`config.mk`:
```
export PLATFORM = sky130hd
export DESIGN_NAME = sdram_req_server
export DESIGN_NICKNAME = d
export VERILOG_FILES = /design/src/rtl/sdram_req_pkg.sv /design/src/rtl/req_fifo.sv /design/src/rtl/sdram_req_server.sv
export SDC_FILE = /design/constraint.sdc
export NUM_CORES = 1
export LEC_CHECK = 0
export ABC_AREA = 1
export CAP_MARGIN = 15
export CORE_AREA = 2 2 159 161
export CTS_CLUSTER_SIZE = 30
export DETAILED_ROUTE_END_ITERATION = 8
export DIE_AREA = 0 0 161 163
export GPL_TIMING_DRIVEN = 0
export PLACE_DENSITY = 0.82
export SETUP_SLACK_MARGIN = 0.2
export SYNTH_ARGS = -nofsm -noshare
export SYNTH_HDL_FRONTEND = slang
export SYNTH_SLANG_ARGS = --single-unit
```
`constraint.sdc`:
```
create_clock -name clk50 -period 6.4 [get_ports clk50]
set_input_delay 0.96 -clock clk50 [delete_from_list [all_inputs] [get_ports clk50]]
set_output_delay 0.96 -clock clk50 [all_outputs]
set_load 0.01 [all_outputs]
```
`src/rtl/sdram_req_pkg.sv`:
```
// Shared types for the SDRAM request server: default widths, the queued
// request record and the command FSM states.
package sdram_req_pkg;

  localparam int ADDR_W_DEF = 20;
  localparam int DATA_W_DEF = 16;

  typedef struct packed {
    logic [ADDR_W_DEF-1:0] addr;
    logic [DATA_W_DEF-1:0] data;
    logic                  rw;
  } req_t;

  typedef enum logic [1:0] {
    IDLE    = 2'd0,
    ISSUE   = 2'd1,
    WAIT_RD = 2'd2
  } state_t;

endpackage

```
`src/rtl/req_fifo.sv`:
```
// Synchronous request FIFO with registered empty/full flags derived from
// the next occupancy count, so both flags are valid right after each edge.
module req_fifo
  import sdram_req_pkg::*;
#(
  parameter int  DEPTH   = 8,
  parameter type entry_t = req_t
) (
  input  logic   clk50,
  input  logic   reset,
  input  logic   push,
  input  entry_t din,
  input  logic   pop,
  output entry_t dout,
  output logic   empty,
  output logic   full
);

  localparam int              PW       = $clog2(DEPTH);
  localparam logic [PW:0]     CNT_ONE  = 1;
  localparam logic [PW:0]     CNT_FULL = (PW+1)'(DEPTH);
  localparam logic [PW-1:0]   PTR_ONE  = 1;

  entry_t        mem [DEPTH];
  logic [PW-1:0] wr_ptr;
  logic [PW-1:0] rd_ptr;
  logic [PW:0]   count;
  logic [PW:0]   count_next;
  logic          push_ok;
  logic          pop_ok;

  // A push while full is dropped even if a pop happens on the same edge.
  assign push_ok = push & ~full;
  assign pop_ok  = pop & ~empty;
  assign dout    = mem[rd_ptr];

  always_comb begin
    count_next = count;
    case ({push_ok, pop_ok})
      2'b10:   count_next = count + CNT_ONE;
      2'b01:   count_next = count - CNT_ONE;
      default: count_next = count;
    endcase
  end

  always_ff @(posedge clk50) begin
    if (reset) begin
      wr_ptr <= '0;
      rd_ptr <= '0;
      count  <= '0;
      empty  <= 1'b1;
      full   <= 1'b0;
    end else begin
      if (push_ok) wr_ptr <= wr_ptr + PTR_ONE;
      if (pop_ok)  rd_ptr <= rd_ptr + PTR_ONE;
      count <= count_next;
      empty <= (count_next == '0);
      full  <= (count_next == CNT_FULL);
    end
  end

  always_ff @(posedge clk50) begin
    if (push_ok) mem[wr_ptr] <= din;
  end

endmodule

```
`src/rtl/sdram_req_server.sv`:
```
// Drains queued SDRAM requests one at a time onto a valid/ready command port
// and captures read return data together with the address it came from.
module sdram_req_server
  import sdram_req_pkg::*;
#(
  parameter int ADDR_W = ADDR_W_DEF,
  parameter int DATA_W = DATA_W_DEF,
  parameter int DEPTH  = 8
) (
  input  logic              clk50,
  input  logic              reset,
  input  logic [ADDR_W-1:0] sdram_buffer_addr_in,
  input  logic [DATA_W-1:0] sdram_buffer_data_in,
  input  logic              sdram_buffer_rw_in,
  input  logic              sdram_buffer_wrreq,
  output logic              sdram_buffer_empty,
  output logic              sdram_buffer_full,
  output logic              overflow,
  output logic [DATA_W-1:0] data_output,
  output logic [ADDR_W-1:0] current_address,
  output logic              rd_valid,
  output logic              mem_cmd_valid,
  input  logic              mem_cmd_ready,
  output logic [ADDR_W-1:0] mem_addr,
  output logic [DATA_W-1:0] mem_wdata,
  output logic              mem_we,
  input  logic [DATA_W-1:0] mem_rdata,
  input  logic              mem_rdata_valid
);

  typedef struct packed {
    logic [ADDR_W-1:0] addr;
    logic [DATA_W-1:0] data;
    logic              rw;
  } cmd_req_t;

  cmd_req_t push_req;
  cmd_req_t head_req;
  state_t   state;
  logic     pop;

  assign push_req = '{addr: sdram_buffer_addr_in,
                      data: sdram_buffer_data_in,
                      rw:   sdram_buffer_rw_in};
  assign pop      = (state == IDLE) && !sdram_buffer_empty;

  req_fifo #(
    .DEPTH   (DEPTH),
    .entry_t (cmd_req_t)
  ) u_fifo (
    .clk50 (clk50),
    .reset (reset),
    .push  (sdram_buffer_wrreq),
    .din   (push_req),
    .pop   (pop),
    .dout  (head_req),
    .empty (sdram_buffer_empty),
    .full  (sdram_buffer_full)
  );

  always_ff @(posedge clk50) begin
    if (reset) begin
      overflow <= 1'b0;
    end else if (sdram_buffer_wrreq && sdram_buffer_full) begin
      overflow <= 1'b1;
    end
  end

  // Writes are posted after the handshake; reads park in WAIT_RD until data returns.
  always_ff @(posedge clk50) begin
    if (reset) begin
      state           <= IDLE;
      mem_cmd_valid   <= 1'b0;
      mem_we          <= 1'b0;
      mem_addr        <= '0;
      mem_wdata       <= '0;
      data_output     <= '0;
      current_address <= '0;
      rd_valid        <= 1'b0;
    end else begin
      rd_valid <= 1'b0;
      case (state)
        IDLE: begin
          if (!sdram_buffer_empty) begin
            mem_addr      <= head_req.addr;
            mem_wdata     <= head_req.data;
            mem_we        <= head_req.rw;
            mem_cmd_valid <= 1'b1;
            state         <= ISSUE;
          end
        end
        ISSUE: begin
          if (mem_cmd_ready) begin
            mem_cmd_valid <= 1'b0;
            state         <= mem_we ? IDLE : WAIT_RD;
          end
        end
        WAIT_RD: begin
          if (mem_rdata_valid) begin
            data_output     <= mem_rdata;
            current_address <= mem_addr;
            rd_valid        <= 1'b1;
            state           <= IDLE;
          end
        end
        default: state <= IDLE;
      endcase
    end
  end

endmodule
```
== Word-level counts from Yosys, hierarchy flattened ==
Memory sizes are Yosys's and may differ from the RTL's. A register that Yosys moved wholly into a read port is not among the register bits.
Cells that the tools add are included.
W data, S select, Z words.
Storage, ports and cells
  flip-flop bits (word level): 53
  RAM bits: 296
  input bits: 58
  logic and storage cells: 52
  memories kept: 1
Memories
  u_fifo.mem: depth 8, bits a word 37, rd ports 1, clocked after memory_dff 1, wr ports 1, RTL line req_fifo.sv:24  | entry_t mem [DEPTH];
Cells by class
  add/subtract/negate cells: 4
  eq/ne operators: 8
  muxes and demuxes: 12
  bitwise operators: 5
  reduce and logical (&&, ||, !) cells: 11
Operators by type and width (number)
  $mux W2: 4
  $pmux W4 S2: 1
  $add A3 B1 Y3 const B: 2
  $ne A2 B2 Y1 const B: 3
  $pmux W2 S3: 1
  $reduce_and A3 Y1: 2
  $mux W1: 5
  $add A4 B1 Y4 const B: 1
  $eq A2 B1 Y1 const B: 2
  $eq A2 B2 Y1 const B: 2
  $eq A4 B4 Y1 const B: 1
  $logic_not A4 Y1: 1
  $reduce_and A2 Y1: 2
  $sub A4 B1 Y4 const B: 1
  $not A1 Y1: 3
  $and A1 B1 Y1: 2
  $logic_and A1 B1 Y1: 2
  $logic_not A2 Y1: 1
  $pmux W1 S2: 1
  $reduce_bool A2 Y1: 1
  $reduce_or A2 Y1: 1
  $logic_not A1 Y1: 1

== Logic depth before layout (Yosys ltp) ==
  depth in word-level cells: 6
  gate-level depth with buffers: 15

== Cells and area by module ==
Synthesis repeated with hierarchy kept, for this count alone.
Second synthesis, totals
  cell total of the unflattened synthesis: 1290
  area, all modules: 15134.5 sq um
Modules (own cells, without submodules)
  req_fifo: instances 1, cells an instance 948, area each 12166.7 sq um, seq. area each 9188.8 sq um
  sdram_req_server: instances 1, cells an instance 342, area each 2967.8 sq um, seq. area each 1561.5 sq um

== Worst setup path after synthesis ==
Ideal clock, no wire load.
  kind: input to register
  from: input sdram_buffer_wrreq
  to: memory u_fifo.mem[0][0] in the netlist's numbering, enable pin
  library setup time: 431 ps
  data arrival time: 2820 ps
  required time: 5969 ps
  path slack: 3148 ps
  stages on the path: 4
  buffers on the path: 0
  cells stage by stage: nand2_2 -> inv_1 -> nand2_1 -> nor2_1
Between the ends
  longest elaborated chain between the ends: 3
Ends and longest elaborated chain
  start: declaration: RTL line sdram_req_server.sv:15  | input logic sdram_buffer_wrreq,
  $and A1 B1 Y1: RTL line req_fifo.sv:33  | assign push_ok = push & ~full;
  $mux W1: RTL line req_fifo.sv:63  | if (push_ok) mem[wr_ptr] <= din;
  $mux W1 (not written as such): RTL line req_fifo.sv:63
  end: declaration: RTL line req_fifo.sv:24
No other way between the ends.

== Worst setup path after layout ==
  from: input sdram_buffer_wrreq
  to: memory u_fifo.mem[0][24] in the netlist's numbering, enable pin
The elaborated chain is that of the path after synthesis.

==> metrics <==
transition at the pin with the smallest max-transition slack=0.8477 ns; Routability Congestion=0.8019; leading cell type in the layout, fill and taps excluded=sky130_fd_sc_hd__edfxtp_1; filler cell count in the final layout=1560; Rows=between 50 and 60; maximum number of pins on one net before global-route repair=23; Worst Min Path Start=current_address[10]; number of cells on the worst hold path=2; most frequently used flop master after synthesis=sky130_fd_sc_hd__edfxtp_1; Setup Total Neg Slack=0 ns; worst setup margin=3.667 ns; placed wire-length estimate=24130 um; Cell Count Post-Placement=1641; Clk Latency, worst-skew pair=0.53 ns; cts repair resizes=0; syn_area_per_cell=12.49 sq um; number of endpoints with negative hold slack in the final report=0; leading cell types by total area after synthesis=sky130_fd_sc_hd__edfxtp_1 (61%), sky130_fd_sc_hd__dfxtp_1 (12%), sky130_fd_sc_hd__o21ai_0 (5.7%), sky130_fd_sc_hd__nor2_1 (4.3%), sky130_fd_sc_hd__o21ai_1 (3.3%); Worst Reg2Reg Path Length in Cells=13; worst stage delay on the critical path=0.67 ns; Initial Util=59.12%; endpoints failing setup=0; pwr/cell area=between 400 and 500 nW/um^2; synthesis-stage register bit count=386; result of the run=completed; cells along the critical path=clkdlybuf4s50_1 -> nand2_2 -> inv_1 -> nand2_1 -> nor2_4 -> buf_12; Synth Area in Adders=0.3431%; proportion of synthesized chip area in sequential cells=about three quarters; WL/cell=roughly 23 um; static leakage power=a little under 6 nW; final critical-path share of the clock period=between 40 and 50%; overall overflow remaining after global route=0; Mapped Nets=1230; Post-Route Hold Slack=0.4440 ns; global-route wire length before repair=59770 um; Critical Path RT=roughly 6.6 ns; maximum vdd drop=roughly 0.3 mV; cell accounting for the most synthesized area=sky130_fd_sc_hd__edfxtp_1; Syn-to-layout area delta=21.86%; basic-gate share of the synthesized area counting and, or, nand and nor cells=5.498%; mux share of post-synthesis cell area=0%; final instance area=17770 sq um; CP Launch Type=input port; Max Cap Viol=0; clock tree from TritonCTS=done; total of warnings raised by yosys=0; largest buffer count on any clock path=3; width of the die=about 160 um; final core occ=72.04%; peak fanout along the critical path=20; Max stage delay cell, worst path=sky130_fd_sc_hd__nor2_4; post-placement setup slack=about 3.2 ns; final WL=~39000 um; first-pass iteration count of the detailed router=6; share of layout cells above drive strength 1=8.847%; via count of the first global-routing pass=10874; most used cells in the layout excluding fill and tap cells=sky130_fd_sc_hd__edfxtp_1 (296), sky130_fd_sc_hd__o21ai_0 (166), sky130_fd_sc_hd__nor2_1 (158); total number of nets in the final design=1413; area enclosed by the die boundary=between 20000 and 30000 sq um; top cell family by delay on the critical path=simple AND/OR/NAND/NOR gates; Cell variety after synth=33; non-filler instance count after layout=1710; source of the worst register-to-register timing path=state[0]; hold-fix buffers at CTS=0; number of antenna-violating nets in the routed design=0; headroom to the max-slew limit=43.35%; Final Power=roughly 7.9 mW; Final Slew Violations=0; netlist area before placement=14590 sq um; XOR/XNOR share of the synthesized area=less than 1%; number of buffers inserted by port buffering=135; number of ports placed on the die boundary=between 100 and 150; area share of the leading cell type in the synthesized netlist=approximately three fifths; total setup buffers inserted after CTS=0; proportion of synthesized flip-flops having asynchronous set or reset=0%; post-route minimum period=2.733 ns; fmax=365.9 MHz; Post-Syn Instances=1168; number of DRC violations after detailed routing=0; global-route total usage across every layer=29.93%; Compound-Gate Fraction of Synth Area=16.05%; dominant combinational cell family by area after synthesis=compound AO/OA/AOI/OAI gates; critical path buffer and inverter count=3; core area=24670 sq um; clock-pin slew on the worst setup and hold paths=0.06 ns; worst setup path class=in -> reg; endpoint type of the worst setup path=flip-flop; root cell of the clock tree=sky130_fd_sc_hd__clkbuf_16; path length in cells of the critical path=6; initial antenna violation count=1; signal arrival time at the worst endpoint=approximately 3.0 ns; number of enable flip-flop cells after synthesis=between 200 and 300; setup repair after global routing missed its margin=no; Num CTS Buffers=38; maximum level of the CTS H-tree=2; setup clock skew after layout=0.01126 ns; die height=163 um; iteration-0 DRC count of the detailed router=1657; total clock sinks=386; startpoint of the worst setup timing path=sdram_buffer_wrreq; class of the worst hold path=reg -> reg; vias per cell=6.209; total number of vias=about 11000; area after detailed placement=around 17000 sq um
-- path summary, 6_finish.rpt --
kind,to,slack [ns]
worst max-delay path,u_fifo.mem[0][24],3.67
worst min-delay path,current_address[10],0.44
worst max register to register,u_fifo.empty,3.89
worst min register to register,current_address[10],0.44
-- cell usage after synthesis, types with 10 or more instances --
cell                         n
sky130_fd_sc_hd__a21oi_1    84
sky130_fd_sc_hd__buf_2      24
sky130_fd_sc_hd__buf_6      10
sky130_fd_sc_hd__clkbuf_1   37
sky130_fd_sc_hd__dfxtp_1    90
sky130_fd_sc_hd__edfxtp_1  296
sky130_fd_sc_hd__inv_1      59
sky130_fd_sc_hd__nand2_1    22
sky130_fd_sc_hd__nand3_1    10
sky130_fd_sc_hd__nor2_1    166
sky130_fd_sc_hd__o21ai_0   166
sky130_fd_sc_hd__o21ai_1    97
sky130_fd_sc_hd__o221ai_1   36
sky130_fd_sc_hd__o22ai_1    37
-- cells by family (layout without fill, tap and decap cells) --
logic type,count (synthesis),count (layout)
compound gates,426,426
flops,386,386
simple gates,205,205
buf+inv,145,356
fa+ha+maj,4,4
xor+xnor,2,2
other cells,0,1
-- routing by layer --
layer	GRT usage (%)	share of wire, %	routed length (um)
met2	49.88	49	19030
met3	6.315	11	4200
met1	38.36	37	14500
met5	0	0	0
met4	13.11	3.4	1339
-- flip-flops by register name (all words and copies together), names as in the netlist --
register / flops
mem_addr: 20
current_address: 20
u_fifo.wr_ptr: 3
state: 2
mem_wdata: 16
data_output: 16
u_fifo.count: 4
u_fifo.mem: 296
u_fifo.full: 1
rd_valid: 1
u_fifo.rd_ptr: 3
u_fifo.empty: 1
mem_cmd_valid: 1
mem_we: 1
overflow: 1
-- layout make-up --
cell class              instances  area (sq um)  area share (%)
plain buffers                  80         436.7           2.457
inverters                      65         249.0           1.401
multi-input cells             637          3271           18.40
repair buffers                143          1534           8.630
clock buffers                  61          1142           6.427
clock inverters                 7         36.28          0.2041
flip-flops and latches        386         10690           60.14
well taps                     330         412.9           2.323
diodes                          1         2.502         0.01408
-- worst register-to-register path, delay by kind of cell (launching register included) --
kind	cells	cell delay [ns]
adder cells (fa/ha/maj)	1	0.35
AO/OA/AOI/OAI	2	0.21
AND/OR/NAND/NOR	6	0.81
buffers and inverters	4	0.72
flip-flops	1	0.36
-- power breakdown --
part           total (mW)  internal, mW  leakage (nW)  switching (mW)
clock network        2.13          1.22         0.583           0.911
registers            3.21          3.03          3.42           0.183
logic                2.56         0.897          1.96            1.67
Power figures use the tool's default switching activity.
